[src/rtl/word_array_mem.sv]
// Clocked word array: DEPTH x WIDTH storage behind one request port, with a
// registered read, out-of-range error pulse and a hardware clear sequencer.
module word_array_mem #(
  parameter int WIDTH  = 8,
  parameter int DEPTH  = 16,
  parameter int ADDR_W = 4
) (
  input  logic              clk,
  input  logic              rst_n,
  input  logic              req,
  input  logic              op,
  input  logic [ADDR_W-1:0] addr,
  input  logic [WIDTH-1:0]  wr_data,
  input  logic              clr,
  output logic              busy,
  output logic              rd_valid,
  output logic [WIDTH-1:0]  rd_data,
  output logic              err
);

  // state   | meaning
  // S_CLEAR | zeroing mem[clr_ptr] each clock, requests ignored, busy=1
  // S_IDLE  | serving req (read/write/err) and watching clr
  typedef enum logic {S_CLEAR, S_IDLE} state_t;

  // Storage index only needs enough bits for DEPTH; addr may be wider.
  localparam int IDX_W = (DEPTH > 1) ? $clog2(DEPTH) : 1;
  localparam logic [ADDR_W-1:0] LAST_PTR = ADDR_W'(DEPTH - 1);
  localparam logic [ADDR_W:0]   DEPTH_X  = (ADDR_W + 1)'(DEPTH);

  state_t            state, state_next;
  logic [ADDR_W-1:0] clr_ptr, clr_ptr_next;
  logic [WIDTH-1:0]  mem [DEPTH];

  logic              in_range;
  logic              mem_we;
  logic [IDX_W-1:0]  mem_waddr;
  logic [WIDTH-1:0]  mem_wdata;
  logic              rd_en;
  logic              err_set;
  logic [IDX_W-1:0]  rd_idx;

  // Extra top bit keeps the unsigned compare valid when 2**ADDR_W == DEPTH.
  assign in_range = ({1'b0, addr} < DEPTH_X);
  assign rd_idx   = addr[IDX_W-1:0];

  always_ff @(posedge clk or negedge rst_n) begin
    if (!rst_n) begin
      state   <= S_CLEAR;
      clr_ptr <= '0;
    end else begin
      state   <= state_next;
      clr_ptr <= clr_ptr_next;
    end
  end

  always_comb begin
    state_next   = state;
    clr_ptr_next = clr_ptr;
    busy         = 1'b0;
    mem_we       = 1'b0;
    mem_waddr    = clr_ptr[IDX_W-1:0];
    mem_wdata    = '0;
    rd_en        = 1'b0;
    err_set      = 1'b0;
    case (state)
      S_CLEAR: begin
        busy   = 1'b1;
        mem_we = 1'b1;
        if (clr_ptr == LAST_PTR) begin
          state_next   = S_IDLE;
          clr_ptr_next = '0;
        end else begin
          clr_ptr_next = clr_ptr + 1'b1;
        end
      end
      S_IDLE: begin
        if (clr) begin
          // A same-cycle req is dropped in favour of the clear.
          state_next   = S_CLEAR;
          clr_ptr_next = '0;
        end else if (req) begin
          if (!in_range) begin
            err_set = 1'b1;
          end else if (op) begin
            mem_we    = 1'b1;
            mem_waddr = addr[IDX_W-1:0];
            mem_wdata = wr_data;
          end else begin
            rd_en = 1'b1;
          end
        end
      end
      default: begin
        state_next   = S_CLEAR;
        clr_ptr_next = '0;
      end
    endcase
  end

  // Storage has no reset; the clear sequence defines its contents.
  always_ff @(posedge clk) begin
    if (mem_we) begin
      mem[mem_waddr] <= mem_wdata;
    end
  end

  always_ff @(posedge clk or negedge rst_n) begin
    if (!rst_n) begin
      rd_valid <= 1'b0;
      rd_data  <= '0;
      err      <= 1'b0;
    end else begin
      rd_valid <= rd_en;
      err      <= err_set;
      if (rd_en) begin
        rd_data <= mem[rd_idx];
      end
    end
  end

endmodule

[config.mk]
export PLATFORM = sky130hd
export DESIGN_NAME = word_array_mem
export DESIGN_NICKNAME = d
export VERILOG_FILES = /design/src/rtl/word_array_mem.sv
export SDC_FILE = /design/constraint.sdc
export NUM_CORES = 1
export LEC_CHECK = 0
export BUFFER_PORTS_ARGS = -buffer_cell sky130_fd_sc_hd__buf_2
export CORE_ASPECT_RATIO = 0.6
export CORE_MARGIN = 1.5
export CORE_UTILIZATION = 45
export CTS_BUF_LIST = sky130_fd_sc_hd__clkbuf_8
export DETAILED_ROUTE_END_ITERATION = 8
export PLACE_DENSITY = 0.61
export SKIP_CTS_REPAIR_TIMING = 1
export SYNTH_ARGS = -nofsm -noshare
export SYNTH_HDL_FRONTEND = slang
export SYNTH_SLANG_ARGS = --single-unit
[constraint.sdc]
create_clock -name clk -period 4.7 [get_ports clk]
set_input_delay 0.47 -clock clk [delete_from_list [all_inputs] [get_ports clk]]
set_output_delay 0.47 -clock clk [all_outputs]
set_load 0.01 [all_outputs]
==> results of run 1 <==
cell usage in the layout, fill, tap and decap left out, drive strengths merged:
cell type	n
mux2	2
a31oi	4
nand3	5
edfxtp	128
a32oi	6
o21bai	1
conb	1
nand2	24
clkbuf	17
dfrtp	14
o22ai	2
buf	27
a21oi	1
o21ai	1
clkinv	5
clkinvlp	2
nand4bb	1
o31a	1
a221o	6
nor3	5
inv	9
nor2	22
bufinv	6
mux4	32
and4b	1
dlygate4sd3	1
mux2i	2
o2bb2ai	1
nor3b	2
xnor2	1
ha	1
a22o	5
and2	8
worst max path at each step:
stage	to	slack (ns)	cells after the start
6_report	mem[1][6]$_DFFE_PP_	1.91	3
5_1_grt	mem[1][6]$_DFFE_PP_	1.73	3
4_1_cts	mem[1][6]$_DFFE_PP_	1.94	3
3_5_place_dp	mem[1][5]$_DFFE_PP_	1.87	4
3_3_place_gp	mem[1][6]$_DFFE_PP_	1.90	4
2_1_floorplan	mem[12][0]$_DFFE_PP_	2.74	4
metrics by stage:
stage	power (mW)	instance area (µm²)	utilization (%)	hold slack (ns)	setup WS, ns
finish	3.51	6360	52.4	0.295	1.91
global route	3.64	6360	52.4	0.288	1.73
CTS	3.52	6350	52.3	-0.0682	1.94
detailed placement	2.40	5890	48.6	0.400	1.87
global placement	2.40	5890	48.6	0.388	1.90
floorplan	2.17	5650	-	0.174	2.74
cell families (layout without fill, tap and decap cells):
logic type                 Yosys count  after routing
AOI/OAI and AO/OA                   28             28
xor gates and xnor gates             1              1
adders and majority gates            1              1
buffers and inverters               23             67
DFF                                142            142
muxes                               36             36
other                                1              1
and+or+nand+nor                     68             68
report_power, final:
group          switching, mW  leakage, nW  total (mW)  internal, mW
logic                  0.349        0.588       0.575         0.226
registers              0.129         1.27        1.81          1.68
clock network          0.446        0.225        1.12         0.674
final cells by class:
type / instances / area [µm²] / share of cell area [%]
Clock buffer: 17 / 234 / 3.68
Clock inverter: 14 / 224 / 3.52
Inverter: 8 / 30.0 / 0.472
Multi-Input combinational cell: 135 / 1330 / 20.8
Sequential cell: 142 / 4190 / 65.9
Tap cell: 165 / 206 / 3.24
Timing Repair Buffer: 28 / 148 / 2.32
routing by layer:
metal / track usage (%) / share of wire, %
met5: 0 / 0
met4: 5.67 / 0.87
met3: 5.28 / 8.4
met2: 24.5 / 39
met1: 37.1 / 52
cell usage after synthesis (3+ instances only):
library cell and number:
edfxtp_1 128, mux4_2 32, nand2_1 24, nor2_1 22, dfrtp_1 14, and2_1 8
inv_1 7, a221o_1 6, a32oi_1 6, clkbuf_1 6, a22o_1 5, nand3_1 5
nor3_1 5, a31oi_1 4, buf_2 4, buf_6 3
state kept, by name (all words and copies together), names as in the netlist:
name,count
clr_ptr,4
rd_data,8
state,1
mem,128
rd_valid,1
==> results.json, run 1 <==
{
  "status": "finished clean",
  "min_path_cells": 2,
  "synth_ff_type": "edfxtp_1",
  "num_vias": 2967,
  "diodes": 0,
  "syn_area_um2": 5650,
  "synth.distinct_cells": 33,
  "final_nets": 350,
  "yosys.area.top_type": "edfxtp_1",
  "max-slew-margin-rel_pct": 35.4,
  "crit_arrival_ns": 2.85,
  "period_share_pct": 59.4,
  "path_class": "reg2reg",
  "drive_above_1_share_pct": 25.9,
  "cp_slowest_stage_delay_ns": 0.82,
  "cpMaxStageDelayCell": "nor2_1",
  "fin_cells": 509,
  "cts_tree": "built",
  "finalHoldViolCount": 0,
  "place_hpwl_mm": 8.45,
  "wire_per_inst_um": 25.7,
  "clock_path_buffers": 2,
  "rr_startpoint": "state$_DFF_PN0_",
  "grt_start_max_net_pins": 27,
  "r2r_end": "mem[1][6]$_DFFE_PP_",
  "ys_ff_latch": 142,
  "cts_sinks": 142,
  "grt_pass1_vias": 2793,
  "crit_chain": "and4b_1, a31oi_1, nor2_1",
  "die_area_um2": 13300,
  "die_h_um": 89.8,
  "crit_buf_inv": 0,
  "p_per_area_nw_per_um2": 551,
  "tns_ns": 0,
  "hp-class": "in2reg",
  "grtUsageTotal_pct": 21.0,
  "drtIter0Drc": 357,
  "io_buffers": 26,
  "routed_wl_mm": 13.1,
  "cp.required_ns": 4.76,
  "cts_root_buf": "clkbuf_8",
  "gp_congestion": 0.821,
  "drt_first_pass_iters": 4,
  "dp.cells": 477,
  "avgViaCountPerCell": 5.83,
  "syn_nets": 318,
  "cap_violations": 0,
  "startpoint_type": "flip-flop",
  "cp_top_family": "simple AND/OR/NAND/NOR gates",
  "critPathCaptureType": "flip-flop",
  "tightestPinTransition_ns": 0.965,
  "crit_path_max_fanout": 20,
  "startpoint": "state$_DFF_PN0_",
  "die_x_um": 148,
  "synth-edff-count": 128,
  "yosysWarnings": 0,
  "synth_top_area_share_pct": 68.0,
  "h-tree-depth": 4,
  "rsz0062_at_grt": "no",
  "pin_count": 28,
  "setup_viol": 0,
  "grt-ovfl-total": 0,
  "leakagePower_nw": 2.08,
  "synth_xor_area_share_pct": 0.155,
  "start_util_pct": 46.6,
  "irDropWorstVdd_mv": 0.226,
  "cts_made_buffers": 17,
  "syn_inst": 300,
  "clock_latency_ns": 0.43,
  "netlist_top_cells_area": "edfxtp_1 (68%), mux4_2 (13%), dfrtp_1 (6.2%)",
  "min-delay-start": "clr",
  "grt_pass1_wl_mm": 19.1,
  "syn_to_final_growth_pct": 12.5,
  "antenna_found_initial": 1,
  "ant_nets": 0,
  "cts.clk_slew.worst_paths_ns": 0.07,
  "drc": 0,
  "synth.avg_cell_area_um2": 18.8,
  "synth-seq-area-share_pct": 74.2,
  "synth_compound_area_share_pct": 4.05,
  "drv_slew": 0,
  "fin_crit_ns": 2.79,
  "holdPathEnd": "clr_ptr[3]$_DFFE_PN0P_",
  "synth_top_family_by_area": "multiplexers",
  "skew_ns": 0.00973,
  "synth_mux_area_share_pct": 13.5,
  "rrSetupSlack_ns": 1.91,
  "fillers": 959,
  "fp.coreArea_um2": 12100,
  "max_clock_freq_mhz": 358,
  "reg2reg_depth": 3,
  "yosys.area_share.simple_pct": 5.47,
  "num_rows": 31,
  "synthArstFlopShare_pct": 9.86,
  "synthAdderAreaFrac_pct": 0.221
}
(Power assumes the default switching activity.)
==> run 2: changes to the inputs <==
- PLACE_DENSITY: 0.61 -> 0.63
- clock period: 4.7 -> 2.4 ns (I/O delays scaled with it)
==> results.json, run 2 (same netlist as run 1, synthesis figures left out) <==
{
  "status": "finished clean",
  "clock_latency_ns": 0.44,
  "grt_pass1_vias": 3163,
  "tns_ns": 0,
  "num_rows": 31,
  "cts_made_buffers": 17,
  "regMostFlops": "mem",
  "io_buffers": 26,
  "drv_slew": 0,
  "dpl_cell_area_um2": 6100,
  "cp_slowest_stage_delay_ns": 0.71,
  "skew_ns": 0.00860,
  "busiest_layer": "met1",
  "fillers": 960,
  "pin_count": 28,
  "fin_crit_ns": 2.26,
  "irDropWorstVdd_mv": 0.465,
  "final_nets": 377,
  "min-delay-start": "clr",
  "grtUsageTotal_pct": 20.4,
  "die_area_um2": 13300,
  "drt_first_pass_iters": 5,
  "grt_pass1_wl_mm": 19.2,
  "crit_chain": "and4b_1, a32oi_1, nor2_1",
  "antenna_found_initial": 0,
  "die_h_um": 89.8,
  "p_per_area_nw_per_um2": 1060,
  "rrSetupSlack_ns": 0.14,
  "ant_nets": 0,
  "startpoint_type": "flip-flop",
  "wire_per_inst_um": 23.4,
  "start_util_pct": 46.6,
  "layout_common_cells": "edfxtp_1 (128), mux4_2 (32), buf_4 (28), buf_2 (26), nand2_1 (24)",
  "place_hpwl_mm": 8.36,
  "reg2reg_depth": 3,
  "period_share_pct": 94.2,
  "avgViaCountPerCell": 5.74,
  "holdPathEnd": "clr_ptr[0]$_DFFE_PN0P_",
  "fp.coreArea_um2": 12100,
  "cap_violations": 0,
  "grt_use_met3_pct": 5.23,
  "largest_reg_flops": 128,
  "num_vias": 3079,
  "reg.largest.list": "mem (128), rd_data (8), clr_ptr (4)",
  "finalHoldViolCount": 0,
  "max-slew-margin-rel_pct": 41.9,
  "crit_path_max_fanout": 12,
  "gp_congestion": 0.852,
  "clock_path_buffers": 2,
  "grtUsageMet2_pct": 27.5,
  "cpMaxStageDelayCell": "nor2_1",
  "leakagePower_nw": 2.22,
  "cts_root_buf": "clkbuf_8",
  "hp-class": "in2reg",
  "critPathCaptureType": "flip-flop",
  "cts_tree": "built",
  "r2r_end": "mem[3][3]$_DFFE_PP_",
  "final_area_um2": 6580,
  "min_path_cells": 3,
  "drc": 0,
  "die_x_um": 148,
  "cp.required_ns": 2.46,
  "syn_to_final_growth_pct": 16.3,
  "max_clock_freq_mhz": 442,
  "diodes": 0,
  "setup_viol": 0,
  "crit_arrival_ns": 2.32,
  "grt_start_max_net_pins": 19,
  "tightestPinTransition_ns": 0.869,
  "grt_util_met1_pct": 33.2,
  "grt-ovfl-total": 0,
  "cts_sinks": 142,
  "rsz0062_at_grt": "no",
  "mostFrequentLayoutCell": "edfxtp_1",
  "cts.clk_slew.worst_paths_ns": 0.07,
  "routed_wl_mm": 12.5,
  "drive_above_1_share_pct": 32.3,
  "path_class": "reg2reg",
  "h-tree-depth": 4,
  "drtIter0Drc": 340,
  "rr_startpoint": "state$_DFF_PN0_"
}
run 2: power breakdown:
group | switching (mW) | internal (mW)
Sequential | 0.227 | 3.29
Clock | 0.891 | 1.32
Combinational | 0.711 | 0.512
Total | 1.83 | 5.13
run 2: through the flow:
stage | power, mW | instances | hold WS (ns) | setup WS (ns) | utilization (%)
4_1_cts | 6.96 | 535 | -0.292 | 0.0488 | 54.0
5_1_grt | 7.23 | 536 | 0.129 | 0.0101 | 54.2
6_report | 6.96 | 536 | 0.120 | 0.139 | 54.2
2_1_floorplan | 4.25 | 300 | -0.0556 | 0.581 | -
3_5_place_dp | 4.76 | 504 | 0.190 | 0.0595 | 50.2
3_3_place_gp | 4.73 | 504 | 0.175 | 0.0927 | 50.2
run 2: final cells by class:
cell class	count	area, µm²	area share, %
well taps	165	206	3.14
clock inverters	14	224	3.41
repair buffers	55	350	5.33
clock buffers	17	234	3.56
inverters	8	30.0	0.457
flip-flops and latches	142	4190	63.8
multi-input cells	135	1340	20.3
run 2: how the worst max path moves through the flow:
stage	start	endpoint	slack, ns	cells past startpoint
after floorplan	state$_DFF_PN0_	mem[1][0]$_DFFE_PP_	0.58	5
after global placement	clr	mem[9][6]$_DFFE_PP_	0.09	5
after detailed placement	clr	mem[9][2]$_DFFE_PP_	0.06	5
after CTS	state$_DFF_PN0_	mem[9][7]$_DFFE_PP_	0.05	5
after global routing	state$_DFF_PN0_	mem[11][7]$_DFFE_PP_	0.01	3
final	state$_DFF_PN0_	mem[3][3]$_DFFE_PP_	0.14	3
run 2: metal layers:
| layer | wire [µm] | vias up |
|---|---|---|
| met5 | 0 | - |
| met4 | 54 | 0 |
| met3 | 1010 | 6 |
| met2 | 5360 | 142 |
| met1 | 6110 | 1607 |
| li1 | - | 1324 |
run 2: worst max-delay path, delay by kind of cell (launching register included):
| kind | cells | cell delay [ns] |
|---|---|---|
| and+or+nand+nor | 2 | 1.24 |
| DFF | 1 | 0.35 |
| AOI/OAI and AO/OA | 1 | 0.29 |
